## src/rtl/menu_pkg.sv

```systemverilog
// Shared types for the seven-segment display-source menu.
package menu_pkg;

    typedef enum logic {
        MENU_SHOW  = 1'b0,
        MENU_BLANK = 1'b1
    } menu_state_t;

    localparam logic MODE_SWITCH = 1'b0;
    localparam logic MODE_BUTTON = 1'b1;

endpackage

```

## src/rtl/btn_edge_det.sv

```systemverilog
// Rising-edge detector for an already debounced button level.
module btn_edge_det (
    input  logic clk,
    input  logic rst,
    input  logic i_lvl,
    output logic o_rise
);

    logic r_prev;

    always_ff @(posedge clk or negedge rst) begin
        if (!rst) r_prev <= 1'b0;
        else      r_prev <= i_lvl;
    end

    assign o_rise = i_lvl & ~r_prev;

endmodule

```

## src/rtl/display_menu_sel.sv

```systemverilog
// Display-source menu: switch or button channel select with blanking.
// Optional auto-scroll in button mode when MENU_AUTOSCROLL_EN is defined.
module display_menu_sel
    import menu_pkg::*;
#(
    parameter int NUM_CH        = 16,
    parameter int DATA_W        = 16,
    parameter int BLANK_CYCLES  = 4,
    parameter int SCROLL_CYCLES = 100_000_000,
    localparam int SEL_W        = $clog2(NUM_CH)
) (
    input  logic                     clk,
    input  logic                     rst,
    input  logic [NUM_CH*DATA_W-1:0] ch_data,
    input  logic [NUM_CH*4-1:0]      ch_dp,
    input  logic [SEL_W-1:0]         sw_sel,
    input  logic                     sw_mode,
    input  logic                     btn_up,
    input  logic                     btn_down,
    input  logic                     auto_en,
    output logic [DATA_W-1:0]        mux_out,
    output logic [3:0]               decimal_point,
    output logic [SEL_W-1:0]         cur_ch,
    output logic                     ch_changed
);

    localparam int BW = (BLANK_CYCLES > 1) ? $clog2(BLANK_CYCLES) : 1;
    localparam logic [BW-1:0] BLANK_LD =
        BW'((BLANK_CYCLES > 0) ? BLANK_CYCLES - 1 : 0);
    localparam logic [SEL_W-1:0] LAST_CH = SEL_W'(NUM_CH - 1);

    menu_state_t       r_state;
    logic [BW-1:0]     r_cnt;
    logic [SEL_W-1:0]  r_cur_ch;
    logic              r_ch_changed;
    logic [DATA_W-1:0] r_mux;
    logic [3:0]        r_dp;

    logic w_up;
    logic w_dn;
    logic w_auto;
    logic w_step_up;
    logic w_step_dn;
    logic w_sel_ok;
    logic w_chg;
    logic [SEL_W-1:0] w_next;
    logic [DATA_W-1:0] w_word;
    logic [3:0] w_dp;

    btn_edge_det u_up (
        .clk    (clk),
        .rst    (rst),
        .i_lvl  (btn_up),
        .o_rise (w_up)
    );

    btn_edge_det u_dn (
        .clk    (clk),
        .rst    (rst),
        .i_lvl  (btn_down),
        .o_rise (w_dn)
    );

`ifdef MENU_AUTOSCROLL_EN
    localparam int SCW = (SCROLL_CYCLES > 1) ? $clog2(SCROLL_CYCLES) : 1;
    localparam logic [SCW-1:0] SC_LAST = SCW'(SCROLL_CYCLES - 1);

    logic [SCW-1:0] r_scroll;
    logic           r_mode_q;
    logic           w_scroll_run;

    // Any manual interaction restarts the scroll period.
    assign w_scroll_run = (sw_mode == MODE_BUTTON) && auto_en &&
                          !w_up && !w_dn && (sw_mode == r_mode_q);
    assign w_auto = w_scroll_run && (r_scroll == SC_LAST);

    always_ff @(posedge clk or negedge rst) begin
        if (!rst) begin
            r_scroll <= '0;
            r_mode_q <= MODE_SWITCH;
        end else begin
            r_mode_q <= sw_mode;
            if (!w_scroll_run || w_auto) r_scroll <= '0;
            else                         r_scroll <= r_scroll + SCW'(1);
        end
    end
`else
    logic w_unused;
    assign w_unused = auto_en;
    assign w_auto   = 1'b0;
`endif

    assign w_step_up = (w_up & ~w_dn) | w_auto;
    assign w_step_dn = w_dn & ~w_up;
    assign w_sel_ok  = 32'(sw_sel) < NUM_CH;

    always_comb begin
        w_next = r_cur_ch;
        w_chg  = 1'b0;
        if (sw_mode == MODE_SWITCH) begin
            if (sw_sel != r_cur_ch && w_sel_ok) begin
                w_next = sw_sel;
                w_chg  = 1'b1;
            end
        end else if (w_step_up) begin
            w_next = (r_cur_ch == LAST_CH) ? '0 : r_cur_ch + SEL_W'(1);
            w_chg  = 1'b1;
        end else if (w_step_dn) begin
            w_next = (r_cur_ch == '0) ? LAST_CH : r_cur_ch - SEL_W'(1);
            w_chg  = 1'b1;
        end
    end

    assign w_word = ch_data[int'(r_cur_ch)*DATA_W +: DATA_W];
    assign w_dp   = ch_dp[int'(r_cur_ch)*4 +: 4];

    always_ff @(posedge clk or negedge rst) begin
        if (!rst) begin
            r_state      <= MENU_SHOW;
            r_cnt        <= '0;
            r_cur_ch     <= '0;
            r_ch_changed <= 1'b0;
            r_mux        <= '0;
            r_dp         <= '0;
        end else begin
            r_cur_ch     <= w_next;
            r_ch_changed <= w_chg;
            unique case (r_state)
                MENU_SHOW: begin
                    r_mux <= w_word;
                    r_dp  <= w_dp;
                end
                MENU_BLANK: begin
                    r_mux <= '0;
                    r_dp  <= '0;
                    if (r_cnt == '0) r_state <= MENU_SHOW;
                    else             r_cnt   <= r_cnt - BW'(1);
                end
                default: r_state <= MENU_SHOW;
            endcase
            // A change while blanking restarts the full blank window.
            if (w_chg && BLANK_CYCLES > 0) begin
                r_state <= MENU_BLANK;
                r_cnt   <= BLANK_LD;
            end
        end
    end

    assign mux_out       = r_mux;
    assign decimal_point = r_dp;
    assign cur_ch        = r_cur_ch;
    assign ch_changed    = r_ch_changed;

endmodule

```

## config.mk

```make
export PLATFORM = sky130hd
export DESIGN_NAME = display_menu_sel
export DESIGN_NICKNAME = d
export VERILOG_FILES = /design/src/rtl/menu_pkg.sv /design/src/rtl/btn_edge_det.sv /design/src/rtl/display_menu_sel.sv
export SDC_FILE = /design/constraint.sdc
export NUM_CORES = 1
export LEC_CHECK = 0
export CORE_AREA = 3 3 137 139
export CTS_CLUSTER_SIZE = 24
export DETAILED_ROUTE_END_ITERATION = 8
export DIE_AREA = 0 0 140 142
export PLACE_DENSITY = 0.73
export RECOVER_POWER = 100
export SKIP_CTS_REPAIR_TIMING = 1
export SLEW_MARGIN = 20
export SYNTH_ARGS = -nofsm -noshare
export SYNTH_HDL_FRONTEND = slang
export SYNTH_SLANG_ARGS = --single-unit
```

## constraint.sdc

```tcl
create_clock -name clk -period 1.85 [get_ports clk]
set_input_delay 0.37 -clock clk [delete_from_list [all_inputs] [get_ports clk]]
set_output_delay 0.37 -clock clk [all_outputs]
set_load 0.03 [all_outputs]
```

### Word-level counts from Yosys, hierarchy flattened

Index checks and enable logic that the tools add are counted.

* bits in registers: 30
* output and inout port bits: 25

* add/subtract/negate cells: 3
* equal/unequal tests: 4
* shift-type cells: 2
* muxes and demuxes: 18
* bitwise gates (word level): 9
* reduce and logical (&&, ||, !) cells: 6

Operator list (count)
* $shiftx A256 B9 Y16: 1
* $shiftx A64 B7 Y4: 1
* $pmux W16 S2: 1
* $mux W4: 6
* $pmux W4 S2: 1
* $mux W1: 7
* $mux W2: 3
* $not A1 Y1: 5
* $add A4 B1 Y4 const B: 1
* $and A1 B1 Y1: 4
* $eq A4 B4 Y1 const B: 1
* $logic_not A4 Y1: 1
* $ne A4 B4 Y1: 1
* $reduce_and A2 Y1: 2
* $reduce_bool A2 Y1: 2
* $sub A4 B1 Y4 const B: 1
* $ne A3 B1 Y1 const B: 1
* $logic_not A2 Y1: 1
* $ne A2 B2 Y1 const B: 1
* $sub A2 B1 Y2 const B: 1

### Depth between registers and ports, before layout

* word-level depth: 9
* mapped depth: 8
* mapped depth without buffers: 7

### Hierarchy

Synthesis repeated with hierarchy kept, for this count alone.

* cell total of the unflattened synthesis: 259
* area, all modules: 3698.5 µm²

By module, submodules not included
* display_menu_sel: instances 1, cells an instance 255, area each 3621.0 µm², seq. area each 700.7 µm²
* btn_edge_det: instances 2, cells an instance 2, area each 38.8 µm², seq. area each 25.0 µm²

### Least setup slack after synthesis

Ideal clock, no wire load.

* kind: register to register
* start: register r_cur_ch[1] (netlist: cur_ch[1])
* end: register r_cur_ch[3] (netlist: cur_ch[3])
* setup time: 125 ps
* data arrival time: 2064 ps
* required time: 1725 ps
* path slack: -339 ps
* cell stages (with the launch flop): 9
* buffers on the path: 2
* clock period less this slack: 2189 ps
* cell sequence: dfrtp_1 -> buf_2 -> buf_2 -> inv_1 -> ha_1 -> or2_2 -> o2111ai_2 -> o221ai_2 -> mux2_2

* word-level cells in the longest chain between the ends: 5

RTL lines
* start: declaration: RTL line display_menu_sel.sv:34 `logic [SEL_W-1:0] r_cur_ch;`
* start signal: assignment: RTL line display_menu_sel.sv:126 `r_cur_ch <= w_next;`
* $sub A4 B1 Y4 or $logic_not A4 Y1 (tied branches): RTL line display_menu_sel.sv:109 `w_next = (r_cur_ch == '0) ? LAST_CH : r_cur_ch - SEL_W'(1);`
* $mux W4: RTL line display_menu_sel.sv:109
* $mux W4: RTL line display_menu_sel.sv:108 `end else if (w_step_dn) begin`
* $mux W4: RTL line display_menu_sel.sv:105 `end else if (w_step_up) begin`
* $mux W4: RTL line display_menu_sel.sv:100 `if (sw_mode == MODE_SWITCH) begin`

Parallel ways exist; a longest one is shown, timed or not. The select of a mux whose other input is x is not followed.
A chain may end at the register's enable or synchronous reset.

### Final worst setup path

* start: register r_cur_ch[0] (netlist: cur_ch[0])
* end: register r_cur_ch[3] (netlist: cur_ch[3])

The elaborated chain is that of the path after synthesis.

==> results by group <==
CTS
  • Reg clk slew, reported paths: 0.05 ns
  • CTS root buf: clkbuf_16
  • Longest Clk Path Bufs: 2
  • Clock latency on the worst-skew pair: 0.28 ns
  • TritonCTS Buffers: 5
  • Clk sink count: 30
  • CTS tree: built
  • H-tree levels: 2

Cells and area
  • Final nets: 968
  • Most frequent cells in the layout: clkdlybuf4s50_1 (326), mux4_2 (80), buf_4 (31)
  • Fin cells: 863
  • Most common cell after layout, fill and taps aside: clkdlybuf4s50_1
  • P&R area growth vs syn: 121%
  • Fillers: 1603
  • Ant. Diodes: 0
  • Share of cells above drive strength 1: 26.2%

STA
  • Layout Skew: 0.00453 ns
  • Slew margin rel.: 38.8%
  • Fin crit period: 1.90 ns
  • Fin worst setup slack: -0.0475 ns
  • Unrepaired setup endpoints after global routing: yes
  • Smallest hold slack: 0.158 ns
  • Final Setup Violations: 2
  • Slew Viols, Final: 0
  • Actual slew at the worst max-slew pin: 0.917 ns
  • TNS Setup: -0.0574 ns
  • Endpoints failing hold: 0
  • Fmax achieved: 527 MHz
  • Final Cycle Share: 103%

Setup path
  • Worst path max stage delay: 0.55 ns
  • Startpoint of the worst-slack reg-to-reg timing path: cur_ch[0]$_DFFE_PN0P_
  • Reg2reg end: cur_ch[3]$_DFFE_PN0P_
  • Crit. End Element: register
  • Worst r2r path cells: 5
  • Arrival @ worst endpoint: 2.06 ns
  • CP max stage cell: dfrtp_4
  • Crit path launch type: register
  • Cells along the critical path: clkbuf_16 -> or4b_4 -> o2111ai_2 -> o221ai_2 -> mux2_2
  • WS Path Type: reg2reg
  • Critical Path RT: 2.01 ns
  • Worst Path Max Fanout: 15
  • Flop2flop setup slack: -0.05 ns

Route
  • First-iteration detailed-routing DRC count: 152
  • Drt wl/cell: 22.1 um
  • Total wire length: 19.1 mm
  • Routed via count: 4158
  • # DRC: 0
  • Vias per inst: 4.82
  • Drt pass-1 iters: 6
  • Post-DRT Antenna Nets: 0

Synth
  • Sequential share of the synthesized area: 20.5%
  • Post-synthesis cell type count: 29
  • Post-Syn Nets: 593
  • Synth warn: 0
  • Syn Area/Cell: 14.2 um^2
  • Synth Register Bits: 30
  • Post-Synthesis Cells: 258
  • Syn Std Cell Area: 0.00366 mm^2

Floorplanning
  • Core Box Area: 0.0178 mm^2
  • Die Span Y: 142 um
  • Initial core utilization: 20.6%
  • IO Count: 355
  • Num rows: 49
  • Width of the chip: 140 um
  • Die area: 0.0199 mm^2

GRT
  • Global-route wire length before repair: 27.0 mm
  • Vias in the first global route: 4616
  • Layer with the highest usage: met2
  • GRT overflow: 0
  • Initial antenna violation count: 0
  • Met2 Use GR: 31.5%
  • Total GRT Usage: 17.6%
  • Largest net degree at the start of global routing: 45
  • M3 GR Usage: 3.53%
  • Met1 Track Usage GR: 22.3%

Power
  • Pwr dens: 983 mW/mm^2
  • Peak supply drop: 1060 uV
  • Leakage power: 3.14 nW

Place
  • I/O Buffers: 353
  • DP HPWL: 15.9 mm
  • RePlAce Congestion: 0.912
  • Cell count after placement: 838

Run
  • Max Cap Viol: 0

Hold path
  • Hold Crit Class: in2async

Outcome
  • Outcome: complete, but fails checks
  • Failing checks: negative setup slack
[report_power, final]
| group | internal, W | switching [W] |
|---|---|---|
| Clock | 0.000533 | 0.000302 |
| Combinational | 0.00377 | 0.00249 |
| Sequential | 0.000737 | 0.000131 |
[stage by stage]
| step | setup WS, ns | util [%] | power [W] | area [um^2] |
|---|---|---|---|---|
| after floorplan | 0.00509 | - | 0.00453 | 3700 |
| after global placement | -0.172 | 42.9 | 0.00625 | 7620 |
| after detailed placement | -0.213 | 42.9 | 0.00636 | 7620 |
| after CTS | -0.0898 | 43.7 | 0.00722 | 7770 |
| after global routing | -0.113 | 45.6 | 0.00848 | 8100 |
| final | -0.0475 | 45.6 | 0.00796 | 8100 |
[cell type report]
cell class / instances / area, um^2 / share of cell area [%]
clock inverters: 1 / 5.00 / 0.0618
multi-input cells: 189 / 2860 / 35.3
repair buffers: 398 / 4020 / 49.6
clock buffers: 7 / 143 / 1.76
flip-flops and latches: 30 / 756 / 9.33
well taps: 229 / 287 / 3.54
inverters: 9 / 33.8 / 0.417
[worst max path at each step]
stage | depth (start not counted) | start | endpoint
6_report | 5 | cur_ch[0]$_DFFE_PN0P_ | cur_ch[3]$_DFFE_PN0P_
5_1_grt | 6 | cur_ch[0]$_DFFE_PN0P_ | mux_out[15]$_DFF_PN0_
4_1_cts | 7 | cur_ch[0]$_DFFE_PN0P_ | cur_ch[3]$_DFFE_PN0P_
3_5_place_dp | 7 | btn_up | cur_ch[3]$_DFFE_PN0P_
3_3_place_gp | 7 | btn_up | cur_ch[0]$_DFFE_PN0P_
2_1_floorplan | 8 | cur_ch[1]$_DFFE_PN0P_ | cur_ch[3]$_DFFE_PN0P_
[synthesized netlist by cell type]
cell type,n,area (um^2)
xnor2_1,5,43.8
mux4_2,80,1800
xor2_1,3,26.3
o2111ai_2,1,15.0
mux2_2,3,33.8
nor3b_1,1,7.51
buf_2,16,80.1
nand2_1,7,26.3
dfrtp_1,30,751
mux2i_1,42,420
ha_1,5,62.6
or4b_1,1,10.0
o32ai_2,1,16.3
o211ai_1,1,7.51
clkbuf_1,5,18.8
or2_2,2,12.5
buf_1,3,11.3
buf_4,4,30.0
nand2b_1,6,37.5
o31ai_1,1,7.51
o221ai_1,1,8.76
o22ai_1,20,125
o21ai_0,2,10.0
nor2b_1,1,6.26
nand3_1,4,20.0
nor2_1,1,3.75
o221ai_2,1,15.0
buf_6,2,22.5
inv_1,9,33.8
[routing by layer]
layer  up-vias  wire length [um]
li1       1849                 -
met1      2098              7320
met2       193             10300
met3        18              1250
met4         0               227
met5         -                 0
[worst max-delay path, delay by kind of cell, from the launching register on]
| kind | cells | cell delay (ns) |
|---|---|---|
| AND/OR/NAND/NOR | 1 | 0.50 |
| buffers and inverters | 1 | 0.23 |
| flip-flops | 1 | 0.55 |
| multiplexers | 1 | 0.27 |
| AO/OA/AOI/OAI | 2 | 0.21 |
[kinds of logic after synthesis]
family	synth area share, %
buffers and inverters	5.36
DFF	20.5
xor gates and xnor gates	1.91
AOI/OAI and AO/OA	5.60
and+or+nand+nor	3.38
adders and majority gates	1.71
muxes	61.6
[flip-flops by register name, indices dropped and copies added, names as in the netlist]
name / count
r_state: 1
cur_ch: 4
u_up.r_prev: 1
decimal_point: 4
u_dn.r_prev: 1
r_cnt: 2
ch_changed: 1
mux_out: 16
(Power assumes the default switching activity.)
